File: config.mk
export PLATFORM = sky130hd
export DESIGN_NAME = acq_sequencer
export DESIGN_NICKNAME = d
export VERILOG_FILES = /design/src/rtl/acq_pkg.sv /design/src/rtl/acq_edge_det.sv /design/src/rtl/acq_sequencer.sv
export SDC_FILE = /design/constraint.sdc
export NUM_CORES = 1
export LEC_CHECK = 0
export ABC_AREA = 1
export CELL_PAD_IN_SITES_DETAIL_PLACEMENT = 0
export CELL_PAD_IN_SITES_GLOBAL_PLACEMENT = 1
export CORE_AREA = 4 4 150 123
export DETAILED_ROUTE_END_ITERATION = 16
export DIE_AREA = 0 0 154 127
export MAX_ROUTING_LAYER = met4
export PLACE_DENSITY_LB_ADDON = 0.1
export SLEW_MARGIN = 20
export SYNTH_ARGS = -nofsm -noshare
export SYNTH_HDL_FRONTEND = slang
export SYNTH_SLANG_ARGS = --single-unit
File: constraint.sdc
create_clock -name clk -period 3.1 [get_ports clk]
set_clock_uncertainty 0.05 [all_clocks]
set_input_delay 0.62 -clock clk [delete_from_list [all_inputs] [get_ports clk]]
set_output_delay 0.62 -clock clk [all_outputs]
set_load 0.01 [all_outputs]
File: src/rtl/acq_pkg.sv
// Shared definitions for the acquisition sequencer: state encoding and defaults.
package acq_pkg;

  typedef enum logic [2:0] {
    IDLE      = 3'd0,
    FLUSH     = 3'd1,
    PRE       = 3'd2,
    WAIT_TRIG = 3'd3,
    POST      = 3'd4,
    DONE      = 3'd5
  } acq_state_t;

  localparam int FLUSH_CYC_DEF = 4;

  // Width of the shared sample counter: wide enough for either length.
  function automatic int max_w(input int a, input int b);
    return (a > b) ? a : b;
  endfunction

endpackage

File: src/rtl/acq_edge_det.sv
// Rising-edge detector: one history register, one-cycle pulse on a 0->1 change.
module acq_edge_det (
  input  logic clk,
  input  logic rst,
  input  logic din,
  output logic pulse
);

  logic din_q;

  // Remember the previous level of the input.
  always_ff @(posedge clk or posedge rst) begin
    if (rst) begin
      din_q <= 1'b0;
    end else begin
      din_q <= din;
    end
  end

  assign pulse = din & ~din_q;

endmodule

File: src/rtl/acq_sequencer.sv
// Acquisition sequencer: flushes the sample FIFO, fills a circular pre-trigger
// window, waits for a trigger, captures the post-trigger samples and hands the
// buffer to the CPU. WAIT_CNT_INIT is the value wait_cnt restarts from on each
// acquisition (0 in normal use; a nonzero preload exercises saturation).
module acq_sequencer
  import acq_pkg::*;
#(
  parameter int          PRE_W         = 12,
  parameter int          POST_W        = 16,
  parameter int          FLUSH_CYC     = FLUSH_CYC_DEF,
  parameter logic [31:0] WAIT_CNT_INIT = 32'h0000_0000
) (
  input  logic              clk,
  input  logic              rst,
  input  logic              arm,
  input  logic              acq_clear,
  input  logic              force_trig,
  input  logic              trig_hit,
  input  logic [PRE_W-1:0]  pre_trig_len,
  input  logic [POST_W-1:0] post_trig_len,
  input  logic              arm_rd_done,
  output logic              fifo_rst,
  output logic              wr_en,
  output logic              drop_en,
  output logic              trigged_flag,
  output logic              fifo_full,
  output logic [31:0]       wait_cnt,
  output logic [2:0]        state
);

  localparam int CNT_W = max_w(PRE_W, POST_W);

  acq_state_t        st;
  logic [CNT_W-1:0]  cnt;
  logic [PRE_W-1:0]  pre_len_q;
  logic [POST_W-1:0] post_len_q;
  logic [1:0]        rst_sync;
  logic              run;
  logic              force_pulse;
  logic              trig;

  acq_edge_det u_force_edge (
    .clk   (clk),
    .rst   (rst),
    .din   (force_trig),
    .pulse (force_pulse)
  );

  // A comparator hit and a forced edge in the same cycle are one trigger.
  assign trig  = trig_hit | force_pulse;
  assign run   = ~rst_sync[1];
  assign state = st;

  // Stretch reset release by two clocks so the FSM leaves reset synchronously.
  always_ff @(posedge clk or posedge rst) begin
    if (rst) begin
      rst_sync <= 2'b11;
    end else begin
      rst_sync <= {rst_sync[0], 1'b0};
    end
  end

  // Sequencer FSM; every output is set here for the state being entered.
  always_ff @(posedge clk or posedge rst) begin
    if (rst) begin
      st           <= IDLE;
      cnt          <= {CNT_W{1'b0}};
      pre_len_q    <= {PRE_W{1'b0}};
      post_len_q   <= {POST_W{1'b0}};
      fifo_rst     <= 1'b0;
      wr_en        <= 1'b0;
      drop_en      <= 1'b0;
      trigged_flag <= 1'b0;
      fifo_full    <= 1'b0;
      wait_cnt     <= 32'h0000_0000;
    end else if (!run || acq_clear) begin
      st           <= IDLE;
      cnt          <= {CNT_W{1'b0}};
      pre_len_q    <= {PRE_W{1'b0}};
      post_len_q   <= {POST_W{1'b0}};
      fifo_rst     <= 1'b0;
      wr_en        <= 1'b0;
      drop_en      <= 1'b0;
      trigged_flag <= 1'b0;
      fifo_full    <= 1'b0;
      wait_cnt     <= 32'h0000_0000;
    end else begin
      fifo_rst <= 1'b0;
      wr_en    <= 1'b0;
      drop_en  <= 1'b0;
      case (st)
        IDLE: begin
          if (arm) begin
            st           <= FLUSH;
            fifo_rst     <= 1'b1;
            cnt          <= CNT_W'(FLUSH_CYC - 1);
            pre_len_q    <= pre_trig_len;
            post_len_q   <= post_trig_len;
            wait_cnt     <= WAIT_CNT_INIT;
            trigged_flag <= 1'b0;
          end else begin
            st <= IDLE;
          end
        end
        FLUSH: begin
          if (cnt != {CNT_W{1'b0}}) begin
            cnt      <= cnt - CNT_W'(1);
            fifo_rst <= 1'b1;
          end else if (pre_len_q == {PRE_W{1'b0}}) begin
            st      <= WAIT_TRIG;
            wr_en   <= 1'b1;
            drop_en <= 1'b1;
          end else begin
            st    <= PRE;
            wr_en <= 1'b1;
            cnt   <= CNT_W'(pre_len_q) - CNT_W'(1);
          end
        end
        PRE: begin
          // Triggers are deliberately not looked at until the window is full.
          wr_en <= 1'b1;
          if (cnt != {CNT_W{1'b0}}) begin
            cnt <= cnt - CNT_W'(1);
          end else begin
            st      <= WAIT_TRIG;
            drop_en <= 1'b1;
          end
        end
        WAIT_TRIG: begin
          if (wait_cnt != 32'hFFFF_FFFF) begin
            wait_cnt <= wait_cnt + 32'd1;
          end else begin
            wait_cnt <= wait_cnt;
          end
          if (trig) begin
            trigged_flag <= 1'b1;
            if (post_len_q == {POST_W{1'b0}}) begin
              st        <= DONE;
              fifo_full <= 1'b1;
            end else begin
              // Triggering sample is the first post write; keep the oldest.
              st    <= POST;
              wr_en <= 1'b1;
              cnt   <= CNT_W'(post_len_q) - CNT_W'(1);
            end
          end else begin
            wr_en   <= 1'b1;
            drop_en <= 1'b1;
          end
        end
        POST: begin
          if (cnt != {CNT_W{1'b0}}) begin
            cnt   <= cnt - CNT_W'(1);
            wr_en <= 1'b1;
          end else begin
            st        <= DONE;
            fifo_full <= 1'b1;
          end
        end
        DONE: begin
          if (arm_rd_done) begin
            st        <= IDLE;
            fifo_full <= 1'b0;
          end else begin
            st <= DONE;
          end
        end
        default: begin
          st <= IDLE;
        end
      endcase
    end
  end

endmodule

Word-level counts from Yosys, hierarchy flattened
Index checks and enable logic that the tools add are counted.

$add $sub $neg: 4. Eq/ne operators: 17. Mux-type cells: 52. Bitwise gates (word level): 3. Reductions and logical operators: 17.

Operator list (number): $mux 16 (10); $mux 32 (3); $pmux 16 s4 (1); $pmux 32 s2 (1); $mux 12 (3); $add 32x1->32 const B (1); $ne 32x32->1 const B (1); $sub 16x1->16 const B (2); $ne 3x3->1 const B (9); $mux 1 (22); $mux 3 (6); $pmux 3 s6 (1); $logic_not 16->1 (1); $reduce_bool 16->1 (1); $sub 12x1->13 const B (1); $logic_not 12->1 (1); $eq 3x2->1 const B (2); $eq 3x3->1 const B (2); $pmux 1 s3 (2); $reduce_and 3->1 (2); $reduce_and 6->1 (1); $reduce_and 5->1 (1); $reduce_bool 5->1 (1); $ne 4x4->1 const B (1); 15 further kinds (17).

Bits in registers: 87. Input port bits: 35.

Logic depth before layout (Yosys ltp)
Depth after elaboration: 6. Mapped depth: 12. Gate-level depth less buffers: 11.

Hierarchy
From an unflattened synthesis, not the netlist that was laid out.

Cell total of the unflattened synthesis: 941. Area, all modules: 6122.1 um2.

By module, submodules not included: acq_sequencer (times used 1, cells an instance 937, area each 6083.3 um2, sequential area each 2154.6 um2); acq_edge_det (times used 1, cells an instance 4, area each 38.8 um2, sequential area each 25.0 um2).

Least setup slack after synthesis
OpenSTA, ideal clock, no wires.

Path kind: register -> register. From: register wait_cnt[0]. To: register wait_cnt[2]. Setup time: 0.095 ns. Arrival time: 1.637 ns. Data required time: 2.955 ns. Setup slack: 1.317 ns. Stages on the path, launching flop included: 13. Path buffers: 1. Period minus slack after synthesis: 1.783 ns. Cell sequence: dfrtp_1 > ha_1 > nand2_1 > inv_1 > nand3_4 > nor2_1 > nand3_1 > nor2_2 > nand2_2 > nand2_4 > buf_4 > nand2_1 > o31ai_1.

Cells in the longest elaborated chain, start to end: 4.

Ends and longest elaborated chain: start, declared (line acq_sequencer.sv:27) `output logic [31:0] wait_cnt,`; start signal, assigned (line acq_sequencer.sv:131) `wait_cnt <= wait_cnt + 32'd1;`; start signal, assigned (line acq_sequencer.sv:133) `wait_cnt <= wait_cnt;`; $add 32x1->32 (line acq_sequencer.sv:131); $mux 32 (line acq_sequencer.sv:130) `if (wait_cnt != 32'hFFFF_FFFF) begin`; $pmux 32 s2 (line acq_sequencer.sv:91) `case (st)`; $mux 32 (line acq_sequencer.sv:76) `end else if (!run || acq_clear) begin`.

Parallel ways exist; a longest one is shown, timed or not. The select of a mux whose other input is x is not followed. A chain may end at the register's enable or synchronous reset.

Worst setup path after layout
From: register st[2], in the netlist state[2]. To: register cnt[8].

Cells in the longest elaborated chain, start to end: 4.

Ends and longest elaborated chain: start, declared (line acq_sequencer.sv:33) `acq_state_t st;`; start signal, assigned (line acq_sequencer.sv:66) `st <= IDLE;`; start signal, assigned (line acq_sequencer.sv:77) `st <= IDLE;`; start signal, assigned (line acq_sequencer.sv:94) `st <= FLUSH;`; $eq 3x3->1 or $eq 3x2->1 (tied branches) (line acq_sequencer.sv:91); $reduce_or 2->1 (no source line); $ne 3x1->1 (no source line), or another cell as far along; $reduce_and 6->1 (no source line) or $mux 16 (tied branches); end signal, assigned (line acq_sequencer.sv:96) `cnt <= CNT_W'(FLUSH_CYC - 1);`; end signal, assigned (line acq_sequencer.sv:107) `cnt <= cnt - CNT_W'(1);`; end signal, assigned (line acq_sequencer.sv:116) `cnt <= CNT_W'(pre_len_q) - CNT_W'(1);`; end, declared (line acq_sequencer.sv:34) `logic [CNT_W-1:0] cnt;`.

Parallel ways exist; a longest one is shown, timed or not.

==> flow_summary.yaml <==
place:
  gp_congestion: 0.9141
  dp_hpwl_um: 15670
  port_buffers: 74
global_routing:
  grt_pass1_wl_um: 32080
  grt_max_degree: 41
  grt_usage_pct: 21.47
  antenna_found_initial: 0
  gr-total-overflow: 0
  grt_pass1_vias: 5524
timing:
  tightest_slew_ns: 0.7652
  max_slew_margin_pct: 48.93
  fin_setup_tns_ns: 0
  max_clock_freq_mhz: 432.0
  rsz0062_at_grt: "no"
  final_hold_viol_count: 0
  drv_slew: 0
  finalCritPeriodShare_pct: 74.66
  finalSetupViolCount: 0
  layout_min_cycle_time_ns: 2.315
routing:
  routed.top_layer: "met4"
  num_vias: 6206
  route.met2.wl_um: 7371
  wl_met3_um: 1660
  viasPerCell: 5.066
  postRouteAntennaNets: 0
  met1_length_um: 11100
  wl_per_cell_um: 16.52
  remaining_drc_errors: 0
  firstDrtPassIters: 5
  routed_wl_um: 20240
  first_iter_violations: 534
hold_path:
  hp-start: "rst_sync[0]"
  min_path_cells: 0
  worstHoldEndpoint: "rst_sync[1]"
  holdCritPathClass: "reg -> reg"
synthesis:
  yosysSeqAreaShare_pct: 36.31
  syn_nets: 966
  async_flop_share_pct: 100.0
  yosys_most_used_dff: "dfrtp_1"
  syn_area_per_cell_sq_um: 6.496
  synth_cell_types: 38
  syn_inst: 924
  synth_top_cell_by_area: "dfrtp_1"
  synth_area_sq_um: 6002
  synthTopCellsByArea: "dfrtp_1, nand2_1, nand3_1"
  synth.top_cell.area_share_pct: 35.44
  synth-edff-count: 0
  yosys_warnings: 0
  ys_ff_latch: 87
layout:
  regArea_sq_um: 2180
  area.growth.synth_to_final_pct: 21.53
  n_fill_cell: 1797
  n_antenna_cell: 0
  final_util_pct: 42.77
  fin_nets: 1037
  drive_gt1_share_pct: 5.600
  multiInputGateArea_sq_um: 3269
worst_setup_path:
  reg2reg_depth: 11
  rrSetupSlack_ns: 0.79
  reg2reg_to: "cnt[8]"
  crit_required_ns: 3.30
  critical_path_arrival_ns: 2.52
  crit_path_end_kind: "register"
  crit_path_start_kind: "register"
  r2r-start: "state[2]"
  crit_type: "reg -> reg"
  critical_path.max_fanout: 17
floorplan:
  core_area_sq_um: 17060
  die_w_um: 154
  row_count: 43
  die_h_um: 127
  die-area_sq_um: 19560
  start_util_pct: 35.19
  num_io_pins: 75
pwr:
  power_density_nw_per_um2: 402.3
  ir_worst_vdd_uv: 211.8
  p_leak_nw: 3.460
  finalPower_mw: 2.935
cts:
  clkSinkCount: 87
  cts_buffer_depth: 2
  postCtsSetupBuffers: 0
  holdBufCountCts: 0
  cts_root_buf: "clkbuf_16"
  cts_resized: 0
  cts_tree: "done"
  cts-htree-levels: 3
  cts_buffers: 9
  insertion_delay_ns: 0.36
  clk_transition_reported_paths_ns: 0.07
run:
  cap_violations: 0
outcome:
  status: "finished, final reports clean"
-- final cells by class --
type	instances	share of cell area [%]
well taps	225	3.859
multi-input cells	697	44.82
inverters	113	5.849
flip-flops and latches	87	29.88
repair buffers	87	11.66
clock inverters	7	0.8405
clock buffers	9	3.087
-- cells by family (layout without fill, tap and decap cells) --
family                     count (synthesis)  in the layout  synth area share, %
and+or+nand+nor                          584            584                42.88
DFF                                       87             87                36.31
other                                      1              1              0.06248
buffers and inverters                    140            216                9.214
xor gates and xnor gates                  16             16                2.335
AOI/OAI and AO/OA                         89             89                7.734
adders and majority gates                  7              7                1.459
-- metal layers --
metal	vias up	GRT usage [%]
met4	0	3.063
met1	2843	35.79
met5	-	-
met3	8	5.520
met2	214	25.39
li1	3141	-
-- through the flow --
stage | worst slack (ns) | hold WS (ns) | cell area [sq um] | instances
CTS | 0.8216 | 0.3082 | 7295 | 1225
floorplan | 0.1831 | 0.2952 | 6002 | 924
global placement | 0.5770 | 0.2967 | 7008 | 1209
finish | 0.7854 | 0.3070 | 7295 | 1225
global route | 0.5774 | 0.3134 | 7295 | 1225
detailed placement | 0.5338 | 0.2968 | 7008 | 1209
-- critical path, stage by stage (launching register included) --
cell     delay, ns
dfrtp_1       0.48
nor2_1        0.17
nand2_1       0.07
buf_4         0.18
inv_2         0.23
nand4_1       0.28
nand2_1       0.19
inv_1         0.09
nand2_4       0.19
nor2_1        0.13
nand2_1       0.08
nand2_1       0.04
-- report_power, final --
part	switching (mW)	internal [mW]	leakage (nW)	total [mW]
combinational	0.428	0.220	2.12	0.647
clock	0.534	0.563	0.141	1.10
sequential	0.0284	1.16	1.20	1.19
-- synthesized netlist by cell type (2+ instances only) --
master / count
a21oi_1: 8
buf_1: 4
buf_2: 7
buf_4: 3
clkbuf_1: 12
dfrtp_1: 85
dfstp_2: 2
ha_1: 7
inv_1: 108
inv_2: 5
nand2_1: 254
nand2_2: 4
nand2_4: 2
nand3_1: 151
nand4_1: 31
nor2_1: 114
nor2_2: 5
nor3_1: 14
nor3_2: 2
o21ai_0: 64
o21ai_1: 10
o21bai_1: 2
xnor2_1: 5
xor2_1: 11
-- registers in the layout, summed over array words and instances, names as in the netlist --
register / count
cnt: 16
trigged_flag: 1
wr_en: 1
u_force_edge.din_q: 1
fifo_full: 1
drop_en: 1
wait_cnt: 32
fifo_rst: 1
post_len_q: 16
pre_len_q: 12
rst_sync: 2
state: 3
-- layout by cell type (no fill, tap or decap), drive strengths merged --
master,instances
a211oi,1
a21boi,1
a21oi,9
and2,1
and3,1
buf,13
clkbuf,9
clkdlybuf4s50,74
clkinv,1
clkinvlp,1
conb,1
dfrtp,85
dfstp,2
ha,7
inv,118
nand2,260
nand3,153
nand4,31
nor2,120
nor3,17
o211ai,1
o21ai,74
o21bai,2
o31ai,1
or2,1
xnor2,5
xor2,11
-- worst max-delay path by stage --
stage	start	endpoint	slack (ns)
2_1_floorplan	rst	cnt[0]	0.18
3_3_place_gp	force_trig	cnt[7]	0.58
3_5_place_dp	acq_clear	pre_len_q[2]	0.53
4_1_cts	state[2]	wait_cnt[23]	0.82
5_1_grt	state[2]	cnt[0]	0.58
6_report	state[2]	cnt[8]	0.79
Power figures use the tool's default switching activity.
